## src/rtl/can_rec_arbiter.sv

```systemverilog
// ---------------------------------------------------------------------------
// can_rec_arbiter
// Round-robin scheduler for the shared CAN-receive -> e-link uplink path.
// It watches the per-bus receive-pending flags of up to 32 CAN buses, picks
// one, presents its index on can_rec_select and pulses rec_start. The
// selection is held until the uplink acknowledges with rec_done or the grant
// times out. A short gap follows each grant before the next search.
//
// Optional build macro: CAN_REC_ARB_STATS_EN adds saturating grant/timeout
// counters with a synchronous clear.
// ---------------------------------------------------------------------------
module can_rec_arbiter #(
    parameter int TIMEOUT_CYCLES = 4096,  // minimum 2
    parameter int GAP_CYCLES     = 2      // 0 allowed
) (
    input  logic        clk,
    input  logic        rst,
    input  logic        enable,
    input  logic [4:0]  n_buses,
    input  logic [31:0] irq_can_rec,
    input  logic        rec_done,
`ifdef CAN_REC_ARB_STATS_EN
    input  logic        stats_clr,
    output logic [15:0] grant_cnt,
    output logic [7:0]  timeout_cnt,
`endif
    output logic [4:0]  can_rec_select,
    output logic        rec_start,
    output logic        busy,
    output logic        timeout_err
);

    localparam int TW = (TIMEOUT_CYCLES > 2) ? $clog2(TIMEOUT_CYCLES) : 1;
    localparam int GW = (GAP_CYCLES > 2) ? $clog2(GAP_CYCLES) : 1;
    localparam logic [TW-1:0] TO_LAST  = TW'(TIMEOUT_CYCLES - 1);
    localparam logic [GW-1:0] GAP_LAST = (GAP_CYCLES > 0) ? GW'(GAP_CYCLES - 1) : GW'(0);

    typedef enum logic [1:0] {
        ST_IDLE     = 2'd0,
        ST_GRANT    = 2'd1,
        ST_WAIT_ACK = 2'd2,
        ST_GAP      = 2'd3
    } state_t;

    state_t          r_state;
    logic [4:0]      r_sel;
    logic [4:0]      r_start_idx;
    logic [TW-1:0]   r_to_cnt;
    logic [GW-1:0]   r_gap_cnt;
    logic            r_rec_start;
    logic            r_busy;
    logic            r_timeout_err;

    logic [31:0]     w_mask;
    logic [31:0]     w_req;
    logic [4:0]      w_base;
    logic            w_found;
    logic [4:0]      w_winner;
    logic [4:0]      w_next_ptr;
    logic            w_expired;

    // Eligibility mask, rotating first-set search and next-pointer computation.
    // Bits above n_buses are masked, so a plain modulo-32 scan from the base
    // visits base..n_buses and then wraps to 0..base-1 as required.
    always_comb begin
        logic [4:0] v_idx;
        v_idx    = 5'd0;
        w_found  = 1'b0;
        w_winner = 5'd0;
        for (int i = 0; i < 32; i++) begin
            w_mask[i] = (5'(i) <= n_buses);
        end
        w_req  = irq_can_rec & w_mask;
        w_base = (r_start_idx > n_buses) ? 5'd0 : r_start_idx;
        for (int i = 0; i < 32; i++) begin
            v_idx = w_base + 5'(i);
            if (!w_found && w_req[v_idx]) begin
                w_found  = 1'b1;
                w_winner = v_idx;
            end else begin
                w_found  = w_found;
            end
        end
        if ((r_sel == n_buses) || (r_sel == 5'd31)) begin
            w_next_ptr = 5'd0;
        end else begin
            w_next_ptr = r_sel + 5'd1;
        end
        w_expired = (r_to_cnt == TO_LAST);
    end

    // Arbitration FSM with registered outputs.
    always_ff @(posedge clk or posedge rst) begin
        if (rst) begin
            r_state       <= ST_IDLE;
            r_sel         <= 5'd0;
            r_start_idx   <= 5'd0;
            r_to_cnt      <= {TW{1'b0}};
            r_gap_cnt     <= {GW{1'b0}};
            r_rec_start   <= 1'b0;
            r_busy        <= 1'b0;
            r_timeout_err <= 1'b0;
        end else begin
            case (r_state)
                ST_IDLE: begin
                    r_rec_start   <= 1'b0;
                    r_timeout_err <= 1'b0;
                    if (enable && w_found) begin
                        r_sel   <= w_winner;
                        r_busy  <= 1'b1;
                        r_state <= ST_GRANT;
                    end else begin
                        r_busy  <= 1'b0;
                        r_state <= ST_IDLE;
                    end
                end
                ST_GRANT: begin
                    r_rec_start   <= 1'b1;
                    r_busy        <= 1'b1;
                    r_timeout_err <= 1'b0;
                    r_to_cnt      <= {TW{1'b0}};
                    r_state       <= ST_WAIT_ACK;
                end
                ST_WAIT_ACK: begin
                    r_rec_start <= 1'b0;
                    r_busy      <= 1'b1;
                    if (rec_done) begin
                        // done wins over a simultaneous expiry
                        r_timeout_err <= 1'b0;
                        r_start_idx   <= w_next_ptr;
                        r_gap_cnt     <= {GW{1'b0}};
                        r_state       <= ST_GAP;
                    end else if (w_expired) begin
                        r_timeout_err <= 1'b1;
                        r_start_idx   <= w_next_ptr;
                        r_gap_cnt     <= {GW{1'b0}};
                        r_state       <= ST_GAP;
                    end else begin
                        r_timeout_err <= 1'b0;
                        r_to_cnt      <= r_to_cnt + {{(TW-1){1'b0}}, 1'b1};
                        r_state       <= ST_WAIT_ACK;
                    end
                end
                ST_GAP: begin
                    r_rec_start   <= 1'b0;
                    r_timeout_err <= 1'b0;
                    if ((GAP_CYCLES == 0) || (r_gap_cnt == GAP_LAST)) begin
                        r_busy  <= 1'b0;
                        r_state <= ST_IDLE;
                    end else begin
                        r_busy    <= 1'b1;
                        r_gap_cnt <= r_gap_cnt + {{(GW-1){1'b0}}, 1'b1};
                        r_state   <= ST_GAP;
                    end
                end
                default: begin
                    r_rec_start   <= 1'b0;
                    r_busy        <= 1'b0;
                    r_timeout_err <= 1'b0;
                    r_state       <= ST_IDLE;
                end
            endcase
        end
    end

    assign can_rec_select = r_sel;
    assign rec_start      = r_rec_start;
    assign busy           = r_busy;
    assign timeout_err    = r_timeout_err;

`ifdef CAN_REC_ARB_STATS_EN
    logic [15:0] r_grant_cnt;
    logic [7:0]  r_timeout_cnt;

    // Saturating statistics counters; clear has priority over counting.
    always_ff @(posedge clk or posedge rst) begin
        if (rst) begin
            r_grant_cnt   <= 16'd0;
            r_timeout_cnt <= 8'd0;
        end else if (stats_clr) begin
            r_grant_cnt   <= 16'd0;
            r_timeout_cnt <= 8'd0;
        end else begin
            // a rec_start pulse is launched on every GRANT exit
            if ((r_state == ST_GRANT) && (r_grant_cnt != 16'hFFFF)) begin
                r_grant_cnt <= r_grant_cnt + 16'd1;
            end else begin
                r_grant_cnt <= r_grant_cnt;
            end
            if ((r_state == ST_WAIT_ACK) && !rec_done && w_expired &&
                (r_timeout_cnt != 8'hFF)) begin
                r_timeout_cnt <= r_timeout_cnt + 8'd1;
            end else begin
                r_timeout_cnt <= r_timeout_cnt;
            end
        end
    end

    assign grant_cnt   = r_grant_cnt;
    assign timeout_cnt = r_timeout_cnt;
`endif

endmodule

```

## config.mk

```make
export PLATFORM = sky130hd
export DESIGN_NAME = can_rec_arbiter
export DESIGN_NICKNAME = d
export VERILOG_FILES = /design/src/rtl/can_rec_arbiter.sv
export SDC_FILE = /design/constraint.sdc
export NUM_CORES = 1
export LEC_CHECK = 0
export ABC_AREA = 1
export BUFFER_PORTS_ARGS = -buffer_cell sky130_fd_sc_hd__clkbuf_2
export CORE_AREA = 2 2 123 125
export DETAILED_ROUTE_END_ITERATION = 6
export DIE_AREA = 0 0 125 127
export GPL_TIMING_DRIVEN = 0
export RECOVER_POWER = 50
export SLEW_MARGIN = 10
export SYNTH_ARGS = -nofsm -noshare
export SYNTH_HDL_FRONTEND = slang
export SYNTH_SLANG_ARGS = --single-unit
```

## constraint.sdc

```tcl
create_clock -name clk -period 6.1 [get_ports clk]
set_input_delay 0.915 -clock clk [delete_from_list [all_inputs] [get_ports clk]]
set_output_delay 0.915 -clock clk [all_outputs]
set_load 0.03 [all_outputs]
```

# Yosys cells after proc, flatten, opt, wreduce, memory -nomap -nowiden

Index checks and enable logic that the tools add are counted.

$add $sub $neg: 34
$mul: 0
Divide/modulo/power cells: 0
Order comparisons: 65
Equal/unequal tests: 9
Shift operators: 0
Multiplexer cells: 151
Bitwise logic cells: 1
Reductions and logical operators: 75

Operator list:

| operator              | count |
|---|---|
| $lt 5x6->1 const B    | 32 |
| $mux 5                | 36 |
| $bmux 1 s5            | 32 |
| $add 5x5->5 const B   | 16 |
| $le 5x5->1 const A    | 16 |
| $mux 1                | 74 |
| $add 5x4->5 const B   | 8 |
| $le 4x5->1 const A    | 8 |
| $and 32x32->32        | 1 |
| $logic_and 1x1->1     | 32 |
| $logic_not 1->1       | 31 |
| $mux 12               | 2 |
| $pmux 12 s2           | 1 |
| $add 5x3->5 const B   | 4 |
| $le 3x5->1 const A    | 4 |
| $add 12x1->12 const B | 1 |
| $eq 12x12->1 const B  | 1 |
| $add 5x1->5 const B   | 2 |
| $add 5x2->5 const B   | 2 |
| $le 1x5->1 const A    | 2 |
| $le 2x5->1 const A    | 2 |
| $pmux 2 s4            | 1 |
| $pmux 1 s2            | 3 |
| $reduce_and 2->1      | 3 |
| 16 further kinds      | 21 |

Register bits: 28
Bits in latches: 0
RAM bits: 0
Memory bits (read-only): 0
Bits of input ports: 41
Memories kept: 0

# Depth between registers and ports, before layout

Gate-level depths: netlist of the first run.

Depth in word-level cells: 101
Gate-level depth with buffers: 48
Gate-level depth less buffers: 43

# Worst setup path after synthesis of the first run

Ideal clock, no wire load.

Kind: input to register
From: in n_buses[2]
To: reg r_sel[0], in the netlist can_rec_select[0]
Setup time: 0.118 ns
Arrival time: 6.028 ns
Slack: -0.046 ns
Stages: 40
Buffers on the path: 4
Cell sequence: clkbuf_1 inv_1 ha_1 nand2_1 nand2_1 nand2_1 nand3_2 nand2_2 buf_6 nand2_4 inv_2 buf_2 buf_1 ha_1 inv_1 nor2_2 xor2_2 nand3_1 [4 not listed] nand4_4 nor2_4 nand4_2 nor2_4 nand4_2 nor2_2 nand4_2 nor2_4 nand4_2 nor2_2 nand4_2 nor2_4 nand2_2 nor2_4 nand3_2 nand3_4 nand3b_1 nand2_1

Word-level cells in the longest chain between the ends: 100
Elaborated cells between the ends (all ways): 258
Classes of those cells: add/sub (31); order compare (33); mux (129); bitwise (1); reduce/logical (64)

Ends and longest elaborated chain:

| what                                                 | RTL line | RTL |
|---|---|---|
| from (decl)                                          | 19       | `input logic [4:0] n_buses,` |
| branches (longest 100 deep; another with $gt 5x5->1) | -        |  |
| to (signal assigned)                                 | 109      | `r_sel <= w_winner;` |
| to (decl)                                            | 46       | `logic [4:0] r_sel;` |

Several ways; the timed one is not identified. The select of a mux whose other input is x is not followed.
A chain may end at the register's enable or synchronous reset.

# Worst setup path after layout of the first run

From: in n_buses[1]
To: reg r_sel[2], in the netlist can_rec_select[2]

Same word-level chain as after synthesis.

==> summary.txt, run 1 <==
Worst setup path
  – Data arrival time of the worst path: 6.02 ns
  – CP Class: in2reg
  – Worst Path Max Fanout: 10
  – Req. time, crit path: 6.26 ns
  – Worst setup EP type: register
  – Slowest CP cell: xnor2_2
  – CP startpoint kind: input port
  – Critical path's largest stage delay: 0.44 ns
  – CP dominant cell by count: nor2_4

Synth
  – #FFs+latches synth: 28
  – Ys async rst share: 100%
  – Post-Synthesis Cells: 1,202
  – Synth unique cells: 45
  – Post-synth EDFFs: 0
  – Synthesized area per cell: 5.33 um^2
  – Seq/Total Area, Yosys: 10.9%
  – Post-synth top flop: dfrtp_1
  – Yosys warns: 0
  – Mapped Area: 6410 um^2
  – Syn nets: 1,269

Global route
  – First-pass GRT wire length: 39.3 mm
  – Largest net degree at the start of global routing: 29
  – Initial antenna violation count: 0
  – Overflow after GRT: 0
  – Vias in the first global route: 7,623
  – Total GRT Usage: 30.7%

Placed design
  – Dpl hpwl: 19.7 mm
  – Placed Cells: 1,432
  – RePlAce Congestion: 1.03
  – Dpl cell area: 6870 um^2
  – Port bufs: 46

STA
  – Final Max Tran Viols: 0
  – Fmax: 0.170 GHz
  – Least-Margin Pin Slew: 1.05 ns
  – Max-slew headroom: 29.4%
  – Fin crit period: 5.87 ns
  – Final setup viols: 0
  – Minimum hold slack: 0.485 ns
  – Crit share post-route: 96.2%
  – Layout Skew: 0.00299 ns
  – Final hold vios: 0

Floorplanning
  – Die W: 125 um
  – Core area: 14,400 um^2
  – Starting Density: 44.4%
  – Top Ports: 49
  – Height of the die: 127 um
  – Cell Rows: 44
  – Die ar.: 15,900 um^2

Layout
  – Post-route cell area: 7800 um^2
  – Final nets: 1,363
  – Post-route core utilization: 54.1%
  – Share of cells above drive strength 1: 17.4%
  – Area growth, synth to finish: 21.7%
  – Non-Filler Instances: 1,479
  – N_diodes: 0

Detailed routing
  – Final WL: 25.5 mm
  – Post-DRT Antenna Nets: 0
  – TritonRoute pass-1 iters: 6
  – DR vias: 8,367
  – Drt wl/cell: 17.3 um
  – Drt via density: 5.66
  – Drt initial violations: 958
  – DRC errors left: 0

Clock network
  – TritonCTS buffer count: 3
  – CTS sink cnt: 28
  – Max Root-Sink Buffers: 2
  – Clock slew at reported path FFs: 0.07 ns
  – CTS root buffer: clkbuf_16
  – H-tree levels: 1
  – Worst skew pair latency: 0.26 ns
  – CTS tree: done

Flow run
  – Maxcap violations: 0

Status
  – Status: finished clean

Hold path
  – Hold Crit Class: reg2reg
final cells by class:
type / instances / area [um^2]
Buffer: 35 / 344
Clock buffer: 4 / 88.8
Fill cell: 1561 / 6620
Inverter: 162 / 623
Multi-Input combinational cell: 976 / 5240
Sequential cell: 28 / 701
Tap cell: 184 / 230
Timing Repair Buffer: 90 / 573
cells by family after synthesis:
kind of cell	Yosys count	synth area share (%)
AO/OA/AOI/OAI	105	8.98
adder cells (fa/ha/maj)	26	5.08
AND/OR/NAND/NOR	823	58.1
buffers and inverters	198	13.0
flip-flops	28	10.9
XOR/XNOR	22	3.88
flip-flops by register name, indices dropped and copies added, names as in the netlist:
signal,cells
r_start_idx,5
busy,1
can_rec_select,5
timeout_err,1
rec_start,1
r_to_cnt,12
r_state,2
r_gap_cnt,1
metrics by stage:
step | setup TNS (ns) | setup WS, ns
2_1_floorplan | 0 | 0.00601
3_3_place_gp | -11.67 | -1.75
3_5_place_dp | -11.90 | -1.79
4_1_cts | 0 | 0.00704
5_1_grt | -0.163 | -0.0578
6_report | 0 | 0.232
critical path, delay by kind of cell:
| family | cells | cell delay [ns] |
|---|---|---|
| and+or+nand+nor | 27 | 2.97 |
| buffers and inverters | 7 | 0.89 |
| AOI/OAI and AO/OA | 1 | 0.25 |
| xor gates and xnor gates | 1 | 0.44 |
| adders and majority gates | 2 | 0.52 |
path summary, 6_finish.rpt:
kind,start,endpoint,slack (ns),cells after the start
min,r_to_cnt[4],r_to_cnt[4],0.48,1
max,n_buses[1],can_rec_select[2],0.23,38
min in group asynchronous,rst,rec_start,0.74,2
max reg2reg,r_start_idx[0],can_rec_select[2],0.41,36
min reg2reg,r_to_cnt[4],r_to_cnt[4],0.48,1
max in group asynchronous,rst,r_to_cnt[7],4.90,2
cell usage in the layout (no fill, tap or decap), drive strengths merged:
cell	instances
a21oi	23
xnor2	5
inv	160
buf	72
and3	1
a31oi	9
o221ai	1
clkinv	2
ha	26
nand2	377
nand3	241
xor2	17
o211ai	2
and2	1
o221a	1
dfrtp	28
nor3	11
nand3b	9
o41ai	1
clkbuf	57
a22o	1
nor2	151
o22ai	3
o21a	2
or2	1
a21boi	3
o21ai	59
nand4	31
cells in the mapped netlist (2+ instances only):
cell type  count  area (um^2)
buf_1          5         18.8
o211ai_1       2         15.0
dfrtp_1       28          701
inv_1        151          567
nand3_2        3         30.0
nor3_1        10         50.1
nor2_1       136          510
inv_2          9         33.8
o21a_1         2         15.0
o21ai_1        6         30.0
nand3_1      237         1190
xnor2_1        5         43.8
clkinv_1       2         7.51
xor2_1        11         96.3
nand4_1       24          150
nor2_2         7         43.8
nand2_2        6         37.5
nor2_4         8         90.1
clkbuf_1       9         33.8
o22ai_1        3         18.8
nand2_1      368         1380
a21boi_0       3         22.5
ha_1          26          325
nand2_4        3         33.8
xor2_2         5         81.3
nand3b_1       9         67.6
o21ai_0       53          265
nand4_2        6         75.1
a21oi_1       23          115
buf_4          5         37.5
buf_6          6         67.6
buf_2         10         50.1
a31oi_1        9         56.3
routing by layer:
metal,part of all wire (%),GRT usage (%)
met5,0,0
met1,42,41.5
met3,8.8,3.56
met2,45,50.8
met4,4.3,11.3
what timing repair did:
item	4_1_cts	5_1_grt
endpoints found under the setup margin	7	7
pin swaps	17	28
buffers inserted	19	25
endpoints found under the hold margin	0	0
hold buffers	0	0
gates resized for setup	52	79
Power of run 1 is not shown: default switching activity piles up to over one toggle a cycle in this logic, so the estimate is an artifact.
==> run 2: changes to the inputs <==
--- a/config.mk
+++ b/config.mk
@@ -11,7 +11,10 @@
 export DETAILED_ROUTE_END_ITERATION = 6
 export DIE_AREA = 0 0 125 127
 export GPL_TIMING_DRIVEN = 0
+export MAX_ROUTING_LAYER = met4
 export RECOVER_POWER = 50
+export REMOVE_ABC_BUFFERS = 1
+export SKIP_CTS_REPAIR_TIMING = 1
 export SLEW_MARGIN = 10
 export SYNTH_ARGS = -nofsm -noshare
 export SYNTH_HDL_FRONTEND = slang
==> run 2 against run 1 <==
  * Critical path type unchanged
  * Critical endpoint is now can_rec_select[0]
  * The run now ends with setup timing left
  * Critical path depth is 1 lower
  * Via count rose by 4.3%
  * Maximum frequency fell by 4.1%
  * Worst setup slack got worse by 0.25 ns
  * Register-to-register slack worse by 0.31 ns
  * Largest cell class unchanged
  * Sequential share of layout area is 0.47 points lower
  * First-iteration DRC count up 15%
==> summary.txt, run 2 (synthesized netlist as in run 1, its figures left out) <==
Global route
  – Vias in the first global route: 7,261
  – Largest net degree at the start of global routing: 40
  – Overflow after GRT: 0
  – Total GRT Usage: 30.6%
  – Initial antenna violation count: 0
  – First-pass GRT wire length: 38.2 mm

Layout
  – Most frequent cells in the layout: nand2_1 (345), nand3_1 (219), inv_1 (139)
  – Final nets: 1,393
  – N_diodes: 0
  – Fillers: 1,466
  – Most flops, register: r_to_cnt
  – Area of the multi-input gates: 5480 um^2
  – Area growth, synth to finish: 29.2%
  – Max reg flops: 12
  – Post-route core utilization: 57.4%
  – Commonest non-fill, non-tap cell in the layout: nand2_1
  – Reg area: 704 um^2
  – Share of cells above drive strength 1: 21.0%

Worst setup path
  – Worst r2r src: r_start_idx[0]
  – CP startpoint kind: input port
  – Worst Path Max Fanout: 7
  – Req. time, crit path: 6.30 ns
  – CP Class: in2reg
  – CP dominant cell by count: nand4_1
  – Critical path's largest stage delay: 0.41 ns
  – Data arrival time of the worst path: 6.32 ns
  – Worst setup EP type: register
  – Slowest CP cell: ha_4
  – Crit path from: n_buses[2]

Clock network
  – H-tree levels: 1
  – TritonCTS buffer count: 3
  – Max Root-Sink Buffers: 2
  – CTS root buffer: clkbuf_16
  – Clock slew at reported path FFs: 0.07 ns
  – CTS sink cnt: 28
  – CTS tree: done
  – Worst skew pair latency: 0.26 ns

Floorplanning
  – Top Ports: 49
  – Core area: 14,400 um^2
  – Height of the die: 127 um
  – Starting Density: 44.4%
  – Cell Rows: 44
  – Die ar.: 15,900 um^2
  – Die W: 125 um

Detailed routing
  – Drt initial violations: 1,106
  – Drt wl/cell: 18.5 um
  – Drt via density: 5.78
  – TritonRoute pass-1 iters: 6
  – Post-DRT Antenna Nets: 0
  – DRC errors left: 0
  – Final WL: 28.0 mm
  – DR vias: 8,728
  – WL met2: 12.5 mm
  – Top routing layer in use: met4
  – Post-Route M1 WL: 11.7 mm
  – WL met3: 2.56 mm

Hold path
  – Hold Crit Start: r_to_cnt[4]
  – Hold Crit Class: reg2reg

STA
  – TNS Setup: -0.0192 ns
  – RSZ-0062 raised after global routing: true
  – Fin crit period: 6.12 ns
  – Max-slew headroom: 31.9%
  – Crit share post-route: 100%
  – Minimum hold slack: 0.481 ns
  – Final Max Tran Viols: 0
  – Layout Skew: 0.00170 ns
  – Setup ws final: -0.0192 ns
  – Final setup viols: 1
  – Final hold vios: 0
  – Fmax: 0.163 GHz
  – Least-Margin Pin Slew: 1.02 ns

Placed design
  – Port bufs: 48
  – Dpl hpwl: 18.9 mm
  – RePlAce Congestion: 1.03

Status
  – Status: complete, but fails checks
  – Violations in the final reports: setup timing

Flow run
  – Maxcap violations: 0
## run 2: changes by cell type in the layout (fill, tap and decap cells not counted), moves of 7 or more
| cell | change |
|---|---|
| buf_4 | +37 |
| nand2_1 | -13 |
| nand2_2 | +8 |
| nand2_4 | +10 |
| clkinvlp_4 | +7 |
## run 2: stage by stage
stage	setup WS, ns	cells	instance area, um^2
detailed placement	-3.60	1398	6650
global route	-0.285	1509	8280
global placement	-3.64	1398	6650
CTS	-3.37	1402	6740
finish	-0.0192	1509	8280
floorplan	-1.03	1166	6180
## run 2: final timing paths
check                                    endpoint  cells after the start  slack [ns]
worst max-delay path            can_rec_select[0]                     37       -0.02
worst min-delay path                  r_to_cnt[4]                      1        0.48
worst max register to register  can_rec_select[0]                     34        0.10
worst min register to register        r_to_cnt[4]                      1        0.48
max in group asynchronous          r_start_idx[0]                      2        4.49
min in group asynchronous                    busy                      2        0.88
## run 2: layout make-up
type                       instances  share of cell area [%]
timing repair inverter             3                   0.317
clock buffer                       4                    1.07
multi-input combinational        985                    66.2
sequential                        28                    8.51
inverter                         162                    8.28
tap                              184                    2.78
timing repair buffer             143                    12.9
## run 2: routing by layer
| metal | vias up | GRT usage [%] |
|---|---|---|
| met4 | 0 | 8.56 |
| met2 | 479 | 51.3 |
| li1 | 4172 | - |
| met3 | 97 | 2.01 |
| met1 | 3980 | 40.1 |
| met5 | - | - |
## run 2: worst max-delay path, delay by kind of cell
| kind | cells | cell delay, ns |
|---|---|---|
| AND/OR/NAND/NOR | 28 | 3.75 |
| buffers and inverters | 7 | 0.95 |
| adder cells (fa/ha/maj) | 2 | 0.70 |
Power of run 2 is left out for the same reason.
==> run 3: changes to the inputs <==
--- a/config.mk
+++ b/config.mk
@@ -13,7 +13,6 @@
 export GPL_TIMING_DRIVEN = 0
 export MAX_ROUTING_LAYER = met4
 export RECOVER_POWER = 50
-export REMOVE_ABC_BUFFERS = 1
 export SKIP_CTS_REPAIR_TIMING = 1
 export SLEW_MARGIN = 10
 export SYNTH_ARGS = -nofsm -noshare
==> run 3 against run 2 <==
  * The flow now finishes without violations
  * Via count decreased by 3.8%
  * Hold slack improved by 0.00055 ns
  * Global-route usage increased by 0.12 points
  * Worst setup slack better by 0.15 ns
  * Die area is the same
  * Core utilization shrank 0.50 points
  * Clock-buffer cell count down 1
  * Highest routed layer unchanged
==> summary.txt, run 3 (synthesized netlist as in run 1, its figures left out) <==
Status
  – Status: finished clean

Layout
  – Post-route core utilization: 56.9%
  – Most frequent cells in the layout: nand2_1 (354), nand3_1 (213), inv_1 (142)
  – Most flops, register: r_to_cnt
  – Max reg flops: 12
  – Share of cells above drive strength 1: 20.0%
  – Area growth, synth to finish: 28.0%
  – Fillers: 1,490
  – Commonest non-fill, non-tap cell in the layout: nand2_1
  – Non-Filler Instances: 1,497
  – N_diodes: 0
  – Final nets: 1,381
  – Reg area: 701 um^2
  – Post-route cell area: 8210 um^2
  – Area of the multi-input gates: 5430 um^2

Placed design
  – Port bufs: 46
  – Dpl hpwl: 19.5 mm
  – Dpl cell area: 6870 um^2
  – Placed Cells: 1,432
  – RePlAce Congestion: 1.06

Global route
  – Overflow after GRT: 0
  – Largest net degree at the start of global routing: 29
  – Total GRT Usage: 30.7%
  – First-pass GRT wire length: 38.2 mm
  – Initial antenna violation count: 0
  – Vias in the first global route: 7,369

STA
  – Fmax: 0.167 GHz
  – Least-Margin Pin Slew: 1.04 ns
  – Crit share post-route: 97.9%
  – Final hold vios: 0
  – Max-slew headroom: 30.5%
  – TNS Setup: 0 ns
  – Fin crit period: 5.97 ns
  – Final Max Tran Viols: 0
  – Layout Skew: 0.00203 ns
  – Final setup viols: 0

Detailed routing
  – Drt via density: 5.61
  – TritonRoute pass-1 iters: 6
  – Drt initial violations: 946
  – DR vias: 8,397
  – DRC errors left: 0
  – Final WL: 25.6 mm
  – Drt wl/cell: 17.1 um
  – Post-DRT Antenna Nets: 0

Clock network
  – Worst skew pair latency: 0.26 ns
  – H-tree levels: 1
  – CTS root buffer: clkbuf_16
  – TritonCTS buffer count: 3
  – Clock slew at reported path FFs: 0.07 ns
  – CTS sink cnt: 28
  – Max Root-Sink Buffers: 2
  – CTS tree: done

Worst setup path
  – Worst Path Max Fanout: 15
  – Critical path's largest stage delay: 0.30 ns
  – CP startpoint kind: input port
  – CP dominant cell by count: nor2_4
  – Data arrival time of the worst path: 6.17 ns
  – CP Class: in2reg
  – Req. time, crit path: 6.30 ns
  – Slowest CP cell: buf_4
  – Worst setup EP type: register

Floorplanning
  – Cell Rows: 44
  – Starting Density: 44.4%
  – Core area: 14,400 um^2
  – Height of the die: 127 um
  – Die W: 125 um
  – Top Ports: 49
  – Die ar.: 15,900 um^2

Hold path
  – Hold Crit Class: reg2reg

Flow run
  – Maxcap violations: 0
run 3: changes by cell type in the layout (fill, tap and decap cells not counted), sizes merged:
cell,change
clkinv,-1
nand3,+1
bufinv,+1
clkbuf,+4
nand2,-9
clkinvlp,-6
inv,+4
buf,-6
run 3: path summary, 6_finish.rpt:
path / cells past startpoint / slack [ns] / endpoint / from
max: 38 / 0.13 / can_rec_select[4] / n_buses[2]
min: 1 / 0.48 / r_to_cnt[4] / r_to_cnt[4]
max reg2reg: 39 / 0.26 / can_rec_select[4] / r_start_idx[0]
min reg2reg: 1 / 0.48 / r_to_cnt[4] / r_to_cnt[4]
max in group asynchronous: 2 / 4.59 / can_rec_select[2] / rst
min in group asynchronous: 2 / 0.88 / r_state[1] / rst
run 3: area by class of cell:
cell class	instances	share of cell area, %
clock buffer	3	0.915
inverter	162	7.85
tap	184	2.80
multi-input combinational	977	66.1
timing repair buffer	106	8.86
sequential	28	8.54
buffer	36	4.53
clock inverter	1	0.366
run 3: critical path: cells and delay by family:
family / cells / cell delay [ns]
adders and majority gates: 2 / 0.53
and+or+nand+nor: 29 / 3.50
AOI/OAI and AO/OA: 1 / 0.29
buffers and inverters: 6 / 0.89
run 3: through the flow:
step	hold slack [ns]	setup WS [ns]
detailed placement	0.474	-1.58
global route	0.514	-0.141
global placement	0.464	-1.51
floorplan	0.445	0.00601
finish	0.482	0.128
CTS	0.483	-1.31
run 3: per-layer routing:
metal	up-vias	global-route usage, %	part of all wire (%)
met1	3808	40.6	43
li1	4127	-	-
met3	73	3.10	8.5
met4	0	8.30	3.8
met2	389	50.5	45
met5	-	-	0
Power of run 3 is left out for the same reason.
